==> src/rtl/digit_serial_adder_pkg.sv <==
// Shared definitions for the digit-serial adder: FSM encodings, result flags
// and elaboration-time parameter helpers.
package digit_serial_adder_pkg;

  localparam logic [0:0] ST_IDLE = 1'b0;
  localparam logic [0:0] ST_RUN  = 1'b1;

  typedef struct packed {
    logic cout;
    logic ovf;
  } flags_t;

  // WIDTH must be a whole number of digits, and a digit cannot exceed WIDTH.
  function automatic bit digit_cfg_ok(input int unsigned width, input int unsigned digit);
    return (digit >= 1) && (digit <= width) && ((width % digit) == 0);
  endfunction

  // Counter width: max(1, clog2(ndig)).
  function automatic int unsigned cnt_width(input int unsigned ndig);
    return (ndig <= 2) ? 1 : $clog2(ndig);
  endfunction

endpackage

==> src/rtl/rca_nbits.sv <==
// N-bit combinational ripple-carry slice; c_msb is the carry into bit N-1.
module rca_nbits #(
  parameter int unsigned N = 4
) (
  input  logic [N-1:0] a,
  input  logic [N-1:0] b,
  input  logic         cin,
  output logic [N-1:0] sum,
  output logic         cout,
  output logic         c_msb
);

  localparam int unsigned NW = N + 1;

  logic [N:0] full;

  assign full  = {1'b0, a} + {1'b0, b} + NW'(cin);
  assign sum   = full[N-1:0];
  assign cout  = full[N];
  // Carry into the top bit recovered from its sum bit; equals cin when N=1.
  assign c_msb = full[N-1] ^ a[N-1] ^ b[N-1];

endmodule

==> src/rtl/digit_serial_adder.sv <==
// Multi-cycle adder/subtractor: one DIGIT-bit ripple slice reused over NDIG
// cycles, carry held in a register between digits.
module digit_serial_adder
  import digit_serial_adder_pkg::*;
#(
  parameter int unsigned WIDTH = 16,
  parameter int unsigned DIGIT = 4
) (
  input  logic             clk,
  input  logic             rst_n,
  input  logic             start,
  input  logic             sub,
  input  logic [WIDTH-1:0] a,
  input  logic [WIDTH-1:0] b,
  input  logic             cin,
  output logic             busy,
  output logic             done,
  output logic [WIDTH-1:0] sum,
  output logic             cout,
  output logic             ovf
);

  localparam int unsigned NDIG = WIDTH / DIGIT;
  localparam int unsigned CW   = cnt_width(NDIG);
  localparam logic [CW-1:0] LAST = CW'(NDIG - 1);

  if (!digit_cfg_ok(WIDTH, DIGIT)) begin : g_cfg_err
    $error("digit_serial_adder: WIDTH must be a non-zero multiple of DIGIT");
  end

  logic [0:0]       state;
  logic [0:0]       state_nxt;
  logic             accept;
  logic             last;
  logic [CW-1:0]    cnt;
  logic             carry;
  logic [WIDTH-1:0] a_sh;
  logic [WIDTH-1:0] b_sh;
  logic [WIDTH-1:0] res_sh;
  logic [WIDTH-1:0] res_nxt;
  logic [WIDTH-1:0] res_ins;
  logic [WIDTH-1:0] sum_q;
  flags_t           flags_q;
  logic             done_q;

  logic [DIGIT-1:0] slice_sum;
  logic             slice_cout;
  logic             slice_cmsb;

  rca_nbits #(.N(DIGIT)) u_slice (
    .a     (a_sh[DIGIT-1:0]),
    .b     (b_sh[DIGIT-1:0]),
    .cin   (carry),
    .sum   (slice_sum),
    .cout  (slice_cout),
    .c_msb (slice_cmsb)
  );

  // New digit enters at the top; after NDIG shifts the result is aligned.
  assign res_ins = WIDTH'(slice_sum) << (WIDTH - DIGIT);
  assign res_nxt = (res_sh >> DIGIT) | res_ins;

  always_ff @(posedge clk or negedge rst_n) begin
    if (!rst_n) state <= ST_IDLE;
    else        state <= state_nxt;
  end

  always_comb begin
    state_nxt = state;
    accept    = 1'b0;
    last      = 1'b0;
    case (state)
      ST_IDLE: begin
        if (start) begin
          accept    = 1'b1;
          state_nxt = ST_RUN;
        end
      end
      ST_RUN: begin
        if (cnt == LAST) begin
          last      = 1'b1;
          state_nxt = ST_IDLE;
        end
      end
      default: state_nxt = ST_IDLE;
    endcase
  end

  // Operand load, per-digit shift and result capture.
  always_ff @(posedge clk or negedge rst_n) begin
    if (!rst_n) begin
      cnt     <= '0;
      carry   <= 1'b0;
      a_sh    <= '0;
      b_sh    <= '0;
      res_sh  <= '0;
      sum_q   <= '0;
      flags_q <= '0;
      done_q  <= 1'b0;
    end else begin
      done_q <= last;
      if (accept) begin
        a_sh   <= a;
        b_sh   <= sub ? ~b : b;
        carry  <= sub ? 1'b1 : cin;
        cnt    <= '0;
        res_sh <= '0;
      end else if (state == ST_RUN) begin
        a_sh   <= a_sh >> DIGIT;
        b_sh   <= b_sh >> DIGIT;
        carry  <= slice_cout;
        cnt    <= cnt + CW'(1);
        res_sh <= res_nxt;
        if (last) begin
          sum_q        <= res_nxt;
          flags_q.cout <= slice_cout;
          flags_q.ovf  <= slice_cmsb ^ slice_cout;
        end
      end
    end
  end

  assign busy = (state == ST_RUN);
  assign done = done_q;
  assign sum  = sum_q;
  assign cout = flags_q.cout;
  assign ovf  = flags_q.ovf;

endmodule

==> config.mk <==
export PLATFORM = sky130hd
export DESIGN_NAME = digit_serial_adder
export DESIGN_NICKNAME = d
export VERILOG_FILES = /design/src/rtl/digit_serial_adder_pkg.sv /design/src/rtl/rca_nbits.sv /design/src/rtl/digit_serial_adder.sv
export SDC_FILE = /design/constraint.sdc
export NUM_CORES = 1
export LEC_CHECK = 0
export CORE_AREA = 4 4 93 95
export CTS_CLUSTER_DIAMETER = 50
export DETAILED_ROUTE_END_ITERATION = 12
export DIE_AREA = 0 0 97 99
export DONT_BUFFER_PORTS = 1
export GPL_ROUTABILITY_DRIVEN = 0
export PLACE_DENSITY = 0.55
export RECOVER_POWER = 25
export SYNTH_ARGS = -nofsm -noshare
export SYNTH_HDL_FRONTEND = slang
export SYNTH_SLANG_ARGS = --single-unit
==> constraint.sdc <==
create_clock -name clk -period 2.45 [get_ports clk]
set_input_delay 0.49 -clock clk [delete_from_list [all_inputs] [get_ports clk]]
set_output_delay 0.49 -clock clk [all_outputs]
set_load 0.005 [all_outputs]
==> metrics.md <==
| Metric | Value |
|---|---|
| Status | complete, but fails checks |
| Failing checks | capacitance limit, slew limit |
| CP Data Required Time | 1.96 ns |
| Drt first pass iters | 4 |
| HP Start | start |
| Wire per inst | 15.0 um |
| Largest net degree at the start of global routing | 68 |
| Synth Area in XOR/XNOR | 6.28% |
| Final setup TNS | 0 ns |
| RSZ-0062 raised after global routing | no |
| Worst skew pair latency | 0.33 ns |
| Vias in the first global route | 1936 |
| Period minus WS final | 1.91 ns |
| Count leader, synth | dfrtp_1 |
| #FFs+latches synth | 67 |
| Worst-path fanout max | 58 |
| Filler cells | 752 |
| Layout Nets | 320 |
| Setup Crit Path Kind | flip-flop to output pin |
| Max rail drop VDD | 0.397 mV |
| Fin. max-slew vios | 68 |
| Worst hold path class | primary input to flip-flop |
| Cell chain of the critical path | buf_4 |
| Vias | 1910 |
| Post-layout power | 3.68 mW |
| Top post-synthesis cells by area | dfrtp_1 55%, o21ai_0 5.7%, mux2i_1 5.6% |
| CTS Buf Count | 9 |
| Syn_area_per_cell | 10.8 um^2 |
| Initial antenna violation count | 0 |
| Vias per cell | 4.99 |
| Synthesized net count | 324 |
| Final hold vios | 0 |
| CP endpoint kind | output pin |
| Clock buffer depth | 2 |
| Final Cycle Share | 78.1% |
| Max-Cap Viols | 1 |
| Setup crit start | busy |
| CP max stage delay | 0.59 ns |
| Most frequent cells after synthesis | 67 x dfrtp_1, 43 x nand2_1, 35 x o21ai_0, 24 x nor2_1, 19 x xnor2_1 |
| Slowest CP cell | dfrtp_2 |
| Synth warn | 0 |
| Final instance count without filler cells | 383 |
| Die H | 99 um |
| CTS Sinks | 67 |
| Post-synth top flop | dfrtp_1 |
| CTS Root Cell | clkbuf_8 |
| Post-DP HPWL | 3740 um |
| Synth Area in Simple Gates | 8.67% |
| Worst R2R Start | a_sh[0] |
| Top cell type's share of synthesized area | 55.0% |
| Tightest Pin Transition | 1.68 ns |
| Row count | 32 |
| DRC violation count after routing | 0 |
| H-tree Lvls | 3 |
| Share of layout cells above drive strength 1 | 13.2% |
| CTS tree | built |
| Post-Place Cells | 367 |
| Synth Area in Compound Gates | 11.6% |
| Clock transition at path regs | 0.07 ns |
| I/O pins | 57 |
| PwrDens | 1130 mW/mm^2 |
| Setup violators final | 0 |
| CORE AREA | 0.00773 mm^2 |
| Inserted Diodes | 0 |
| Main combinational cell family by area after synthesis | compound AO/OA/AOI/OAI gates |
| Die area | 0.00960 mm^2 |
| Area leader, netlist | dfrtp_1 |
| Fin Hold WS | 0.238 ns |
| Slew headroom | -11.8% |
| Initial core utilization | 39.4% |
| Remaining antenna violation count after routing | 0 |
| Mapped Cells | 281 |
| P&R area growth vs syn | 6.65% |
| Post-CTS Resized | 0 |
| CP delay by family, top | flip-flops |
| Mux cell area share after synthesis | 11.3% |
| Drt initial violations | 57 |
| Die Width | 97 um |
| Async SR Flop Fraction | 100% |
| Post-Synth Adder-Cell Area | 2.96% |
| Total Wirelength | 5750 um |
| Peak Freq | 0.522 GHz |
| Setup Skew | 0.00742 ns |
| Mapped cell area | 0.00305 mm^2 |
| CP bufs+invs | 1 |
| # port buffers | 0 |
| GR Overflow Total | 0 |
| Worst EP arrival | 1.42 ns |
| Cell variety after synth | 27 |
| Critical Path Start Type | flip-flop |
| First-pass GRT wire length | 9920 um |
| Total track usage | 13.0% |
| Number of flops mapped to enable cells by yosys | 0 |
| Seq/Total Area, Yosys | 55.0% |
| Leakage | 1.49 nW |
report_power, final:
| part | total, mW | switching (mW) | internal (mW) |
|---|---|---|---|
| logic | 1.04 | 0.527 | 0.514 |
| clock network | 0.771 | 0.386 | 0.385 |
| registers | 1.86 | 0.322 | 1.54 |
repair_timing:
item | CTS | global route
endpoints found under the hold margin | 67 | 0
buffers inserted | 0 | 0
hold buffers | 1 | 0
cells in the final DEF (no fill, tap or decap), types with 5 or more instances in the layout:
master	instances
a22o_1	5
inv_1	5
nand2_1	43
clkbuf_8	10
dfrtp_1	66
nor2_1	24
mux2_2	14
xnor2_1	19
o21ai_0	35
mux2i_1	17
a21oi_1	12
sequential cells by signal (all words and copies together), names as in the netlist:
signal / cells
busy: 1
sum: 16
done: 1
cnt: 2
carry: 1
a_sh: 16
cout: 1
ovf: 1
res_sh: 12
b_sh: 16
path summary, 6_finish.rpt:
| kind | end | slack (ns) | cells after the start |
|---|---|---|---|
| max | busy | 0.54 | 1 |
| min | b_sh[14] | 0.24 | 1 |
| max reg2reg | ovf | 0.61 | 8 |
| min reg2reg | a_sh[7] | 0.48 | 2 |
| max in group asynchronous | busy | 0.76 | 1 |
| min in group asynchronous | a_sh[12] | 0.60 | 1 |
area by class of cell:
| type | instances | area, um^2 | share of cell area (%) |
|---|---|---|---|
| Clock inverter | 3 | 15.0 | 0.462 |
| Sequential cell | 67 | 1680 | 51.6 |
| Inverter | 6 | 22.5 | 0.693 |
| Timing Repair Buffer | 3 | 20.0 | 0.616 |
| Clock buffer | 12 | 145 | 4.47 |
| Multi-Input combinational cell | 190 | 1240 | 38.2 |
| Tap cell | 102 | 128 | 3.93 |
metrics by stage:
stage,instance area (um^2),util (%),setup WS [ns]
2_1_floorplan,3050,-,0.714
3_3_place_gp,3080,39.9,0.644
3_5_place_dp,3080,39.9,0.583
4_1_cts,3270,42.3,0.491
5_1_grt,3250,42.0,0.374
6_report,3250,42.0,0.536
layer usage:
| layer | vias up | routed length, um | track usage (%) |
|---|---|---|---|
| met5 | - | 0 | 0 |
| met3 | 9 | 470 | 5.94 |
| met2 | 49 | 2530 | 18.7 |
| li1 | 933 | - | - |
| met4 | 0 | 91 | 5.51 |
| met1 | 919 | 2660 | 16.8 |
logic make-up (layout without fill, tap and decap cells):
kind of cell | count (synthesis) | count (layout)
AOI/OAI and AO/OA | 62 | 62
xor gates and xnor gates | 21 | 21
adders and majority gates | 6 | 6
buffers and inverters | 24 | 24
DFF | 67 | 67
muxes | 32 | 32
and+or+nand+nor | 69 | 69
Note: power is estimated with default switching activity, not from simulation.
